$ cat src/rtl/riscv_pkg.sv
// rtl/riscv_pkg.sv - shared load/store size encodings, LSU state type and access helpers
package riscv_pkg;

    localparam logic [2:0] LDST_B  = 3'd0;
    localparam logic [2:0] LDST_H  = 3'd1;
    localparam logic [2:0] LDST_W  = 3'd2;
    localparam logic [2:0] LDST_BU = 3'd4;
    localparam logic [2:0] LDST_HU = 3'd5;

    typedef enum logic [1:0] {
        LSU_IDLE,
        LSU_BUSY,
        LSU_DONE
    } lsu_state_t;

    // Unsigned sizes only make sense for loads; stores must be B, H or W.
    function automatic logic lsu_legal(input logic we, input logic [2:0] size,
                                       input logic [1:0] off);
        case (size)
            LDST_B:  lsu_legal = 1'b1;
            LDST_BU: lsu_legal = !we;
            LDST_H:  lsu_legal = !off[0];
            LDST_HU: lsu_legal = !we && !off[0];
            LDST_W:  lsu_legal = (off == 2'b00);
            default: lsu_legal = 1'b0;
        endcase
    endfunction

    function automatic logic [3:0] lsu_be(input logic [2:0] size, input logic [1:0] off);
        case (size)
            LDST_B, LDST_BU: lsu_be = 4'b0001 << off;
            LDST_H, LDST_HU: lsu_be = off[1] ? 4'b1100 : 4'b0011;
            default:         lsu_be = 4'b1111;
        endcase
    endfunction

    function automatic logic [31:0] lsu_wdata(input logic [2:0] size, input logic [31:0] wd);
        case (size)
            LDST_B:  lsu_wdata = {4{wd[7:0]}};
            LDST_H:  lsu_wdata = {2{wd[15:0]}};
            default: lsu_wdata = wd;
        endcase
    endfunction

endpackage

$ cat src/rtl/riscv_lsu_extend.sv
// rtl/riscv_lsu_extend.sv - selects and sign/zero-extends the loaded byte/half/word
module riscv_lsu_extend
    import riscv_pkg::*;
(
    input  logic [31:0] word,
    input  logic [1:0]  offset,
    input  logic [2:0]  size,
    output logic [31:0] result
);

    logic [7:0]  byte_sel;
    logic [15:0] half_sel;

    always_comb begin
        byte_sel = word[{offset, 3'b000} +: 8];
        half_sel = offset[1] ? word[31:16] : word[15:0];
        case (size)
            LDST_B:  result = {{24{byte_sel[7]}}, byte_sel};
            LDST_BU: result = {24'd0, byte_sel};
            LDST_H:  result = {{16{half_sel[15]}}, half_sel};
            LDST_HU: result = {16'd0, half_sel};
            default: result = word;
        endcase
    end

endmodule

$ cat src/rtl/riscv_lsu.sv
// rtl/riscv_lsu.sv - load/store unit bridging the decoder to a word-organised data memory
module riscv_lsu
    import riscv_pkg::*;
#(
    parameter int TIMEOUT_CYCLES = 255
) (
    input  logic        clk_i,
    input  logic        rst_ni,
    input  logic        core_req_i,
    input  logic        core_we_i,
    input  logic [2:0]  core_size_i,
    input  logic [31:0] core_addr_i,
    input  logic [31:0] core_wd_i,
    output logic [31:0] core_rd_o,
    output logic        core_stall_o,
    output logic        core_misaligned_o,
    output logic        core_bus_err_o,
    output logic        mem_req_o,
    output logic        mem_we_o,
    output logic [3:0]  mem_be_o,
    output logic [31:0] mem_addr_o,
    output logic [31:0] mem_wd_o,
    input  logic [31:0] mem_rd_i,
    input  logic        mem_ready_i
);

    localparam int CW = (TIMEOUT_CYCLES > 1) ? $clog2(TIMEOUT_CYCLES) : 1;
    localparam logic [CW-1:0] CNT_LAST = CW'((TIMEOUT_CYCLES > 0) ? TIMEOUT_CYCLES - 1 : 0);

    lsu_state_t  state;
    logic [CW-1:0] cnt;
    logic        we_q;
    logic [2:0]  size_q;
    logic [1:0]  off_q;
    logic [31:0] addr_q;
    logic [3:0]  be_q;
    logic [31:0] wd_q;
    logic        bus_err_q;
    logic [31:0] rd_q;
    logic [31:0] ext_data;
    logic        legal;
    logic        timeout;

    riscv_lsu_extend u_extend (
        .word   (mem_rd_i),
        .offset (off_q),
        .size   (size_q),
        .result (ext_data)
    );

    assign legal   = lsu_legal(core_we_i, core_size_i, core_addr_i[1:0]);
    assign timeout = (TIMEOUT_CYCLES != 0) && (cnt == CNT_LAST);

    always_ff @(posedge clk_i or negedge rst_ni) begin
        if (!rst_ni) begin
            state     <= LSU_IDLE;
            cnt       <= '0;
            we_q      <= 1'b0;
            size_q    <= 3'd0;
            off_q     <= 2'd0;
            addr_q    <= 32'd0;
            be_q      <= 4'd0;
            wd_q      <= 32'd0;
            bus_err_q <= 1'b0;
            rd_q      <= 32'd0;
        end else begin
            bus_err_q <= 1'b0;
            case (state)
                LSU_IDLE: begin
                    if (core_req_i && legal) begin
                        state  <= LSU_BUSY;
                        cnt    <= '0;
                        we_q   <= core_we_i;
                        size_q <= core_size_i;
                        off_q  <= core_addr_i[1:0];
                        addr_q <= {core_addr_i[31:2], 2'b00};
                        be_q   <= lsu_be(core_size_i, core_addr_i[1:0]);
                        wd_q   <= lsu_wdata(core_size_i, core_wd_i);
                    end
                end
                LSU_BUSY: begin
                    // Ready takes priority over a timeout landing in the same cycle.
                    if (mem_ready_i) begin
                        if (!we_q) rd_q <= ext_data;
                        state <= LSU_DONE;
                        cnt   <= '0;
                    end else if (timeout) begin
                        bus_err_q <= 1'b1;
                        state     <= LSU_DONE;
                        cnt       <= '0;
                    end else begin
                        cnt <= cnt + 1'b1;
                    end
                end
                LSU_DONE: state <= LSU_IDLE;
                default:  state <= LSU_IDLE;
            endcase
        end
    end

    // Request tracks the state register directly so an async reset drops it at once.
    assign mem_req_o         = (state == LSU_BUSY);
    assign mem_we_o          = mem_req_o & we_q;
    assign mem_be_o          = mem_req_o ? be_q : 4'd0;
    assign mem_addr_o        = addr_q;
    assign mem_wd_o          = wd_q;
    assign core_rd_o         = rd_q;
    assign core_bus_err_o    = bus_err_q;
    assign core_stall_o      = (state == LSU_BUSY) || ((state == LSU_IDLE) && core_req_i && legal);
    assign core_misaligned_o = (state == LSU_IDLE) && core_req_i && !legal;

endmodule

$ cat config.mk
export PLATFORM = sky130hd
export DESIGN_NAME = riscv_lsu
export DESIGN_NICKNAME = d
export VERILOG_FILES = /design/src/rtl/riscv_pkg.sv /design/src/rtl/riscv_lsu_extend.sv /design/src/rtl/riscv_lsu.sv
export SDC_FILE = /design/constraint.sdc
export NUM_CORES = 1
export LEC_CHECK = 0
export CAP_MARGIN = 10
export CORE_ASPECT_RATIO = 2
export CORE_UTILIZATION = 25
export CTS_CLUSTER_SIZE = 16
export DETAILED_ROUTE_END_ITERATION = 8
export PLACE_DENSITY = 0.57
export SLEW_MARGIN = 25
export SYNTH_ARGS = -nofsm -noshare
export SYNTH_HDL_FRONTEND = slang
export SYNTH_SLANG_ARGS = --single-unit
$ cat constraint.sdc
create_clock -name clk_i -period 1.8 [get_ports clk_i]
set_input_delay 0.36 -clock clk_i [delete_from_list [all_inputs] [get_ports clk_i]]
set_output_delay 0.36 -clock clk_i [all_outputs]
set_load 0.02 [all_outputs]
==> results.toml, run 1 <==
[critical_path]
cp_slowest_stage_delay_ns = 0.57
cp_max_fo = 2
path_delay_family = "simple AND/OR/NAND/NOR gates"
worstPathRequired_ns = 1.44
cp.buffers_inverters = 3
cp-start-kind = "primary input"
crit_slowest_cell = "or4_4"
cp-end-kind = "primary output"
arrival_ns = 1.71
r2r_cells = 5
timing.critical_path.cells = "dlygate4sd2_1, or4_4, a21o_4, and2_4, clkinv_4, buf_6"
crit_cells = 6
crit_type = "in -> out"

[cells_and_area]
nets = 856
fillers = 2047
final_cell_mix = "175 x clkdlybuf4s50_1, 115 x dfrtp_1, 75 x nand2_1, 51 x o21ai_0, 41 x buf_4"
area_growth_pct = 65.62
final_common_cell = "clkdlybuf4s50_1"
final_cells = 1032
final_area_mm2 = 0.008994
drive_gt1_share_pct = 21.49
antennaDiodeCount = 0

[place]
dp_cells = 988
place_hpwl_um = 12810
portBuffers = 206
pre_cts_slack_ns = -0.6913
place_congestion = 0.7715
place_area_mm2 = 0.008117

[timing]
final.period_utilization_pct = 114.8
slew_viol_final = 0
hold_violations = 0
skew_ns = 0.009655
setup_viol = 16
fin_crit_ns = 2.067
max_clock_freq_mhz = 483.8
rsz0062_at_grt = "true"
finalWorstSetupSlack_ns = -0.2669

[worst_hold_path]
hold_path_class = "in -> reg"
min_path_cells = 3

[power]
p_sw_share_pct = 34.06
p_sw_mw = 4.403
ir_drop_uv = 643.6
pwr-share-clk_pct = 26.8
leakage_nw = 4.168
p_total_mw = 12.93
p_seq_share_pct = 31.9
intPower_mw = 8.524
power.density_mw_per_mm2 = 1437
power_frac_comb_pct = 41.3

[drt]
firstDrtPassIters = 4
via_per_inst = 4.531
via_count = 4676
drc = 0
drtIter0Drc = 101
antenna_left = 0
drt-total-wl_um = 18080
wl_per_cell_um = 17.52

[floorplan]
start_util_pct = 25.72
die_w_um = 106.2
core-area_mm2 = 0.02111
chipHeight_um = 210.4
io_pins = 209
std_cell_rows = 75
die-area_mm2 = 0.02235

[yosys]
synth_ff_type = "dfrtp_1"
synth_edf_count = 0
syn_inst = 502
ys_seq_area_share_pct = 53.00
synthesis.area_mm2 = 0.005430
synthArstFlopShare_pct = 100.0
yosysWarnings = 0
synth_cell_types = 43
synth-seq-cells = 115
syn_area_per_cell_um2 = 10.82

[cts]
insertion_delay_ns = 0.41
cts_buffers = 17
cts_tree = "built"
htree_levels = 4
root_buffer = "clkbuf_16"
cts_buffer_depth = 2
path_clk_slew_ns = 0.05
clock_sinks = 115

[status]
outcome = "complete, but fails checks"
violations = "setup timing"

[grt]
grt_pass1_wl_um = 27280
grt_usage_pct = 16.21
gr-total-overflow = 0
grt_max_degree = 48
grt_pass1_vias = 4832
antenna_found_initial = 0

[flow_run]
max_cap_violations = 0
registers in the layout (all words and copies together) (netlist names):
signal / flops
core_rd_o: 32
mem_addr_o: 30
we_q: 1
off_q: 2
cnt: 8
mem_wd_o: 32
size_q: 3
be_q: 4
state: 2
core_bus_err_o: 1
synth_stat cells (2+ instances only):
master / instances / share of area [%]
nand2_1: 76 / 5.3
nand3_1: 35 / 3.2
mux2i_1: 33 / 6.1
buf_2: 7 / 0.65
ha_1: 2 / 0.46
a211o_1: 4 / 0.65
or3b_2: 2 / 0.32
nand2b_1: 9 / 1.0
nor2_1: 20 / 1.4
nor2b_1: 7 / 0.81
o21ai_0: 53 / 4.9
mux2_4: 18 / 5.0
nor3_1: 4 / 0.37
dfrtp_1: 115 / 53
and2_1: 6 / 0.69
a21oi_1: 5 / 0.46
buf_4: 2 / 0.28
and3_1: 4 / 0.46
buf_6: 3 / 0.62
a22o_1: 2 / 0.32
inv_1: 6 / 0.41
a211oi_1: 8 / 1.1
clkbuf_1: 21 / 1.5
nand4_1: 2 / 0.23
mux2_2: 32 / 6.6
nor3b_1: 9 / 1.2
cell families after synthesis:
group / synth area share, %
buffers and inverters: 3.410
other: 0.06906
multiplexers: 18.11
AO/OA/AOI/OAI: 8.963
AND/OR/NAND/NOR: 15.67
XOR/XNOR: 0.3226
adder cells (fa/ha/maj): 0.4608
flip-flops: 53.00
metal layers:
metal	vias to the layer above	share of wire [%]	global-route usage, %
met5	-	0	0
met4	0	1.8	6.226
met3	16	3.9	2.999
met2	145	57	30.97
met1	2271	37	17.14
li1	2244	-	-
area by class of cell:
class,instances,area [µm²],share of cell area (%)
Sequential cell,115,2878,32.00
Inverter,6,30.03,0.3339
Timing Repair Buffer,261,2701,30.04
Multi-Input combinational cell,349,2451,27.25
Tap cell,269,336.6,3.742
Clock buffer,23,467.9,5.203
Clock inverter,9,128.9,1.433
worst min-delay path, stage by stage:
cell	delay, ns
dlymetal6s2s_1	0.12
buf_4	0.12
mux2_2	0.12
power by group through the flow:
stage	clock network [mW]	logic, mW	registers (mW)
2_1_floorplan	0	1.60	5.08
3_3_place_gp	0	5.28	4.14
3_5_place_dp	0	5.31	4.16
4_1_cts	3.57	5.38	4.14
5_1_grt	3.68	5.70	4.26
6_report	3.47	5.33	4.12
worst paths after layout:
kind / startpoint / end / slack [ns]
setup / recovery: core_addr_i[1] / core_stall_o / -0.27
hold / removal: core_we_i / we_q / 0.34
setup reg to reg: state[1] / mem_addr_o[17] / 0.01
hold reg to reg: core_rd_o[1] / core_rd_o[1] / 0.47
max in group asynchronous: rst_ni / mem_wd_o[14] / 0.87
min in group asynchronous: rst_ni / mem_addr_o[31] / 0.35
metrics by stage:
| step | util, % | hold WS [ns] | setup TNS (ns) |
|---|---|---|---|
| 6_report | 42.60 | 0.3404 | -0.8189 |
| 5_1_grt | 42.60 | 0.3509 | -1.476 |
| 4_1_cts | 41.87 | 0.3519 | -0.6680 |
| 3_5_place_dp | 38.44 | 0.2561 | -46.77 |
| 3_3_place_gp | 38.44 | 0.2543 | -44.24 |
| 2_1_floorplan | - | 0.06441 | -0.1217 |
timing repair:
action | CTS | global route
pin swaps | 6 | 1
setup buffers | 3 | 3
endpoints found under the setup margin | 73 | 75
hold buffers | 1 | 0
endpoints found under the hold margin | 10 | 0
gates resized for setup | 49 | 26
cloned | 2 | 3
No activity file was read; power rests on OpenSTA's default activity.
==> run 2, diff against run 1 <==
--- a/config.mk
+++ b/config.mk
@@ -10,8 +10,9 @@
 export CORE_UTILIZATION = 25
 export CTS_CLUSTER_SIZE = 16
 export DETAILED_ROUTE_END_ITERATION = 8
-export PLACE_DENSITY = 0.57
+export PLACE_DENSITY = 0.55
 export SLEW_MARGIN = 25
 export SYNTH_ARGS = -nofsm -noshare
 export SYNTH_HDL_FRONTEND = slang
+export SYNTH_HIERARCHICAL = 1
 export SYNTH_SLANG_ARGS = --single-unit
==> constraint.sdc (replaced) <==
create_clock -name clk_i -period 2.3 [get_ports clk_i]
set_input_delay 0.46 -clock clk_i [delete_from_list [all_inputs] [get_ports clk_i]]
set_output_delay 0.46 -clock clk_i [all_outputs]
set_load 0.02 [all_outputs]
==> run 2 against run 1 <==
  * The run now ends clean
  * Wire length decreased by 3.5%
  * Combinational power decreased by 14%
  * Final area decreased by 3.0%
  * Clock power decreased by 22%
  * Worst setup slack improved by 0.32 ns
  * Global-route usage decreased by 0.67 points
  * Sequential share of layout area increased by 1.0 points
  * Final cell count decreased by 4.8%
  * Die area increased by 3.9%
  * Register-to-register slack improved by 0.30 ns
  * Critical path type unchanged
  * Critical endpoint unchanged
  * Largest power group unchanged
==> results.toml, run 2 <==
[critical_path]
cp-start-kind = "primary input"
reg2reg_from = "state[0]"
r2r_cells = 5
reg2reg_slack_ns = 0.31
cp-end-kind = "primary output"
crit_start = "core_size_i[0]"
crit_type = "in -> out"
worstPathRequired_ns = 1.84
r2r_end = "mem_addr_o[3]"
cp_max_fo = 2
arrival_ns = 1.79

[yosys]
yosys.area.top_type = "dfrtp_1"
syn_inst = 474
ys_seq_area_share_pct = 51.00
synth_ff_type = "dfrtp_1"
synth_cell_types = 46
synthesis.area_mm2 = 0.005643
synthArstFlopShare_pct = 100.0
synth_edf_count = 0
ys_top_cells_by_area = "dfrtp_1 51%, mux2_2 16%, mux2i_1 5.5%"
syn_area_per_cell_um2 = 11.90
synth-seq-cells = 115
synth_most_common_cell = "dfrtp_1"
yosysWarnings = 6
synth_top_area_share_pct = 51.00
synth_commonest_cells = "115 x dfrtp_1, 78 x mux2_2, 51 x nand2_1, 39 x o21ai_0, 31 x mux2i_1"

[timing]
setup_viol = 0
holdWs_ns = 0.1506
fin_crit_ns = 2.251
final.period_utilization_pct = 97.89
hold_violations = 0
max_clock_freq_mhz = 444.2
skew_ns = 0.006022
slew_viol_final = 0
relSlewSlack_pct = 53.56
timing.setup.tns_ns = 0
rsz0062_at_grt = "false"
worstMarginPinSlew_ns = 0.6967

[cts]
cts_buffer_depth = 2
htree_levels = 4
root_buffer = "clkbuf_16"
insertion_delay_ns = 0.41
cts_tree = "built"
postCtsHoldBufs = 0
clock_sinks = 115
cts_buffers = 17
path_clk_slew_ns = 0.05

[grt]
grt_max_degree = 116
grt_pass1_vias = 4946
gr-total-overflow = 0
grt_usage_pct = 15.54
grt_pass1_wl_um = 27300
antenna_found_initial = 0

[place]
place_congestion = 0.7928
portBuffers = 206
place_hpwl_um = 12990
dp_cells = 949

[cells_and_area]
drive_gt1_share_pct = 23.37
nets = 799
antennaDiodeCount = 0
area_growth_pct = 54.52
final_cell_mix = "192 x clkdlybuf4s50_1, 115 x dfrtp_1, 78 x mux2_2, 51 x nand2_1, 39 x o21ai_0"
final_cells = 982
final_common_cell = "clkdlybuf4s50_1"

[drt]
wl_per_cell_um = 17.77
drt-total-wl_um = 17450
antenna_left = 0
via_per_inst = 4.657
drtIter0Drc = 153
drc = 0
via_count = 4573
firstDrtPassIters = 4

[power]
leakage_nw = 3.790
power.density_mw_per_mm2 = 1211
ir_drop_uv = 467.2

[worst_hold_path]
hold_path_class = "in -> async"

[floorplan]
chipHeight_um = 214.5
core-area_mm2 = 0.02216
std_cell_rows = 77
die-area_mm2 = 0.02321
die_w_um = 108.2
io_pins = 209
start_util_pct = 25.47

[status]
outcome = "finished clean"

[flow_run]
max_cap_violations = 0
run 2: how the worst max path moves through the flow:
| stage | endpoint | slack, ns |
|---|---|---|
| after global routing | core_stall_o | 0.003 |
| after CTS | core_stall_o | 0.02 |
| final | core_stall_o | 0.05 |
| after floorplan | core_stall_o | 0.15 |
| after global placement | core_misaligned_o | -0.32 |
| after detailed placement | mem_addr_o[3] | -0.35 |
run 2: final cells by class:
cell class,instances,area [µm²]
fill,2220,13440
clock buffer,20,446.7
multi-input combinational,320,2580
inverter,8,30.03
tap,276,345.3
sequential,115,2878
timing repair buffer,231,2282
clock inverter,12,157.7
run 2: power breakdown:
part / internal [mW] / switching [mW]
registers: 2.78 / 0.491
clock network: 1.73 / 0.967
logic: 2.37 / 2.22
total: 6.88 / 3.68
run 2: per-stage QoR:
step                      cell area (µm²)  utilization, %  worst slack [ns]  total power [mW]
final                                8720           39.35           0.04852             10.56
after floorplan                      5647               -            0.1474             5.721
after global placement               8099           36.55           -0.3199             7.878
after global routing                 8720           39.35          0.002715             11.14
after CTS                            8715           39.33           0.01949             10.75
after detailed placement             8099           36.55           -0.3473             7.973
run 2: logic make-up after synthesis:
family	count (synthesis)	synth area share, %
other cells	1	0.06646
buf+inv	40	3.769
simple gates	105	8.914
flops	115	51.00
fa+ha+maj	2	0.4434
xor+xnor	1	0.1552
compound gates	100	14.32
mux	110	21.33
run 2: layer usage:
metal / global-route usage, % / wire length (µm) / part of all wire, %
met2: 29.26 / 9696 / 56
met3: 4.103 / 989 / 5.7
met4: 5.616 / 294 / 1.7
met1: 15.87 / 6468 / 37
met5: 0 / 0 / 0
run 2: timing repair:
action                                  in CTS  in global routing
hold endpoints to repair                     0                  0
resized for setup                           17                  2
endpoints found under the setup margin       8                  2
pin swaps                                    3                  2
buffers inserted                             2                  0
run 2: critical path, stage by stage:
cell and delay [ns]:
dlygate4sd2_1 0.25, or4_4 0.54, a21o_4 0.23, and2_4 0.14, inv_2 0.05, buf_6 0.11
==> run 3, diff against run 2 <==
==> constraint.sdc (replaced) <==
create_clock -name clk_i -period 2.6 [get_ports clk_i]
set_input_delay 0.52 -clock clk_i [delete_from_list [all_inputs] [get_ports clk_i]]
set_output_delay 0.52 -clock clk_i [all_outputs]
set_load 0.02 [all_outputs]
==> run 3 against run 2 <==
  * Clock skew up 0.00082 ns
  * Non-clock buffer count down 5
  * Count of clock-buffer cells in the layout down 1
  * Largest power group unchanged
  * Highest routed layer unchanged
==> results.toml, run 3 (synthesis results as in run 2) <==
[timing]
relSlewSlack_pct = 47.92
max_clock_freq_mhz = 390.7
fin_crit_ns = 2.560
final.period_utilization_pct = 98.45
slew_viol_final = 0
rsz0062_at_grt = "false"
skew_ns = 0.006841
finalWorstSetupSlack_ns = 0.04021
setup_viol = 0
worstMarginPinSlew_ns = 0.7812
hold_violations = 0

[grt]
grt_pass1_wl_um = 27320
gr-total-overflow = 0
grt_usage_pct = 15.59
grt_max_degree = 116
antenna_found_initial = 0
grt_pass1_vias = 4948

[power]
p_sw_mw = 3.257
p_sw_share_pct = 34.49
intPower_mw = 6.186
p_total_mw = 9.443
ir_drop_uv = 515.5
pwr-share-clk_pct = 26.3
leakage_nw = 3.732
power.density_mw_per_mm2 = 1084
power_frac_comb_pct = 42.9
p_seq_share_pct = 30.8

[critical_path]
timing.critical_path.cells = "clkdlybuf4s50_1, or4_4, a21o_4, and2_4, inv_1, buf_6"
r2r_end = "core_rd_o[27]"
cp_slowest_stage_delay_ns = 0.50
cp_max_fo = 3
worstPathRequired_ns = 2.08
path_delay_family = "simple AND/OR/NAND/NOR gates"
cp.buffers_inverters = 3
arrival_ns = 2.04
reg2reg_from = "off_q[1]"
crit_type = "in -> out"
crit_slowest_cell = "or4_4"
cp-end-kind = "primary output"
r2r_cells = 5
cp-start-kind = "primary input"
reg2reg_slack_ns = 0.51

[cts]
path_clk_slew_ns = 0.05
cts_tree = "built"
root_buffer = "clkbuf_16"
htree_levels = 4
insertion_delay_ns = 0.41
cts_buffer_depth = 2
clock_sinks = 115
postCtsHoldBufs = 0
cts_buffers = 17

[place]
portBuffers = 206
place_congestion = 0.7514
place_area_mm2 = 0.008069
dp_cells = 945
place_hpwl_um = 12670
pre_cts_slack_ns = -0.2069

[cells_and_area]
drive_gt1_share_pct = 22.82
antennaDiodeCount = 0
final_area_mm2 = 0.008708
nets = 794
final_common_cell = "clkdlybuf4s50_1"
area_growth_pct = 54.32
final_cell_mix = "201 x clkdlybuf4s50_1, 115 x dfrtp_1, 78 x mux2_2, 51 x nand2_1, 39 x o21ai_0"
fillers = 2187
final_cells = 977

[floorplan]
die_w_um = 108.2
die-area_mm2 = 0.02321
io_pins = 209
chipHeight_um = 214.5
start_util_pct = 25.47
std_cell_rows = 77
core-area_mm2 = 0.02216

[drt]
drt-total-wl_um = 17230
via_per_inst = 4.663
via_count = 4556
wl_per_cell_um = 17.64
drtIter0Drc = 193
antenna_left = 0
firstDrtPassIters = 4
drc = 0

[flow_run]
max_cap_violations = 0

[worst_hold_path]
hold_path_class = "in -> async"

[status]
outcome = "finished clean"
==> run 3: cell types whose count changed in the layout (fill, tap and decap cells not counted), sizes merged <==
cell           delta
buf               -5
clkbuf            -1
dlymetal6s2s      -2
bufinv            +1
dlygate4sd2       -7
clkdlybuf4s50     +9
==> run 3: worst max-delay path by stage <==
stage,from,to,slack (ns),cells past startpoint
floorplan,core_size_i[0],core_stall_o,0.33,6
global placement,core_size_i[2],mem_addr_o[2],-0.17,5
detailed placement,core_size_i[2],mem_wd_o[4],-0.21,5
CTS,core_size_i[0],core_stall_o,0.03,6
global route,core_size_i[0],core_stall_o,0.001,6
finish,core_size_i[0],core_stall_o,0.04,6
==> run 3: final cells by class <==
| class | instances | area [µm²] | share of cell area [%] |
|---|---|---|---|
| flip-flops and latches | 115 | 2878 | 33.05 |
| multi-input cells | 320 | 2580 | 29.63 |
| repair buffers | 226 | 2248 | 25.82 |
| clock inverters | 13 | 183.9 | 2.112 |
| clock buffers | 19 | 442.9 | 5.086 |
| well taps | 276 | 345.3 | 3.966 |
| inverters | 8 | 30.03 | 0.3448 |
==> run 3: repair_timing <==
action | in CTS | in global routing
pin swaps | 1 | 0
gates resized for setup | 7 | 1
buffers inserted | 0 | 0
endpoints found under the setup margin | 2 | 5
==> run 3: metrics by stage <==
step	TNS [ns]	utilization [%]	hold WS, ns
2_1_floorplan	0	-	0.2244
3_3_place_gp	-8.989	36.41	0.4605
3_5_place_dp	-11.74	36.41	0.4676
4_1_cts	0	39.28	0.2301
5_1_grt	0	39.30	0.2447
6_report	0	39.30	0.1089
==> run 3: power by group through the flow <==
| stage | Combinational (mW) | Sequential, mW | Clock, mW |
|---|---|---|---|
| after CTS | 4.11 | 2.92 | 2.58 |
| after global placement | 4.04 | 2.92 | 0 |
| after global routing | 4.32 | 3.01 | 2.65 |
| after floorplan | 1.49 | 3.57 | 0 |
| after detailed placement | 4.09 | 2.94 | 0 |
| final | 4.05 | 2.91 | 2.49 |
==> run 3: per-layer routing <==
metal	wire, µm	track usage [%]	share of wire [%]
met5	0	0	0
met4	361	6.438	2.1
met3	1027	4.012	6.0
met2	9545	28.60	55
met1	6299	16.32	37
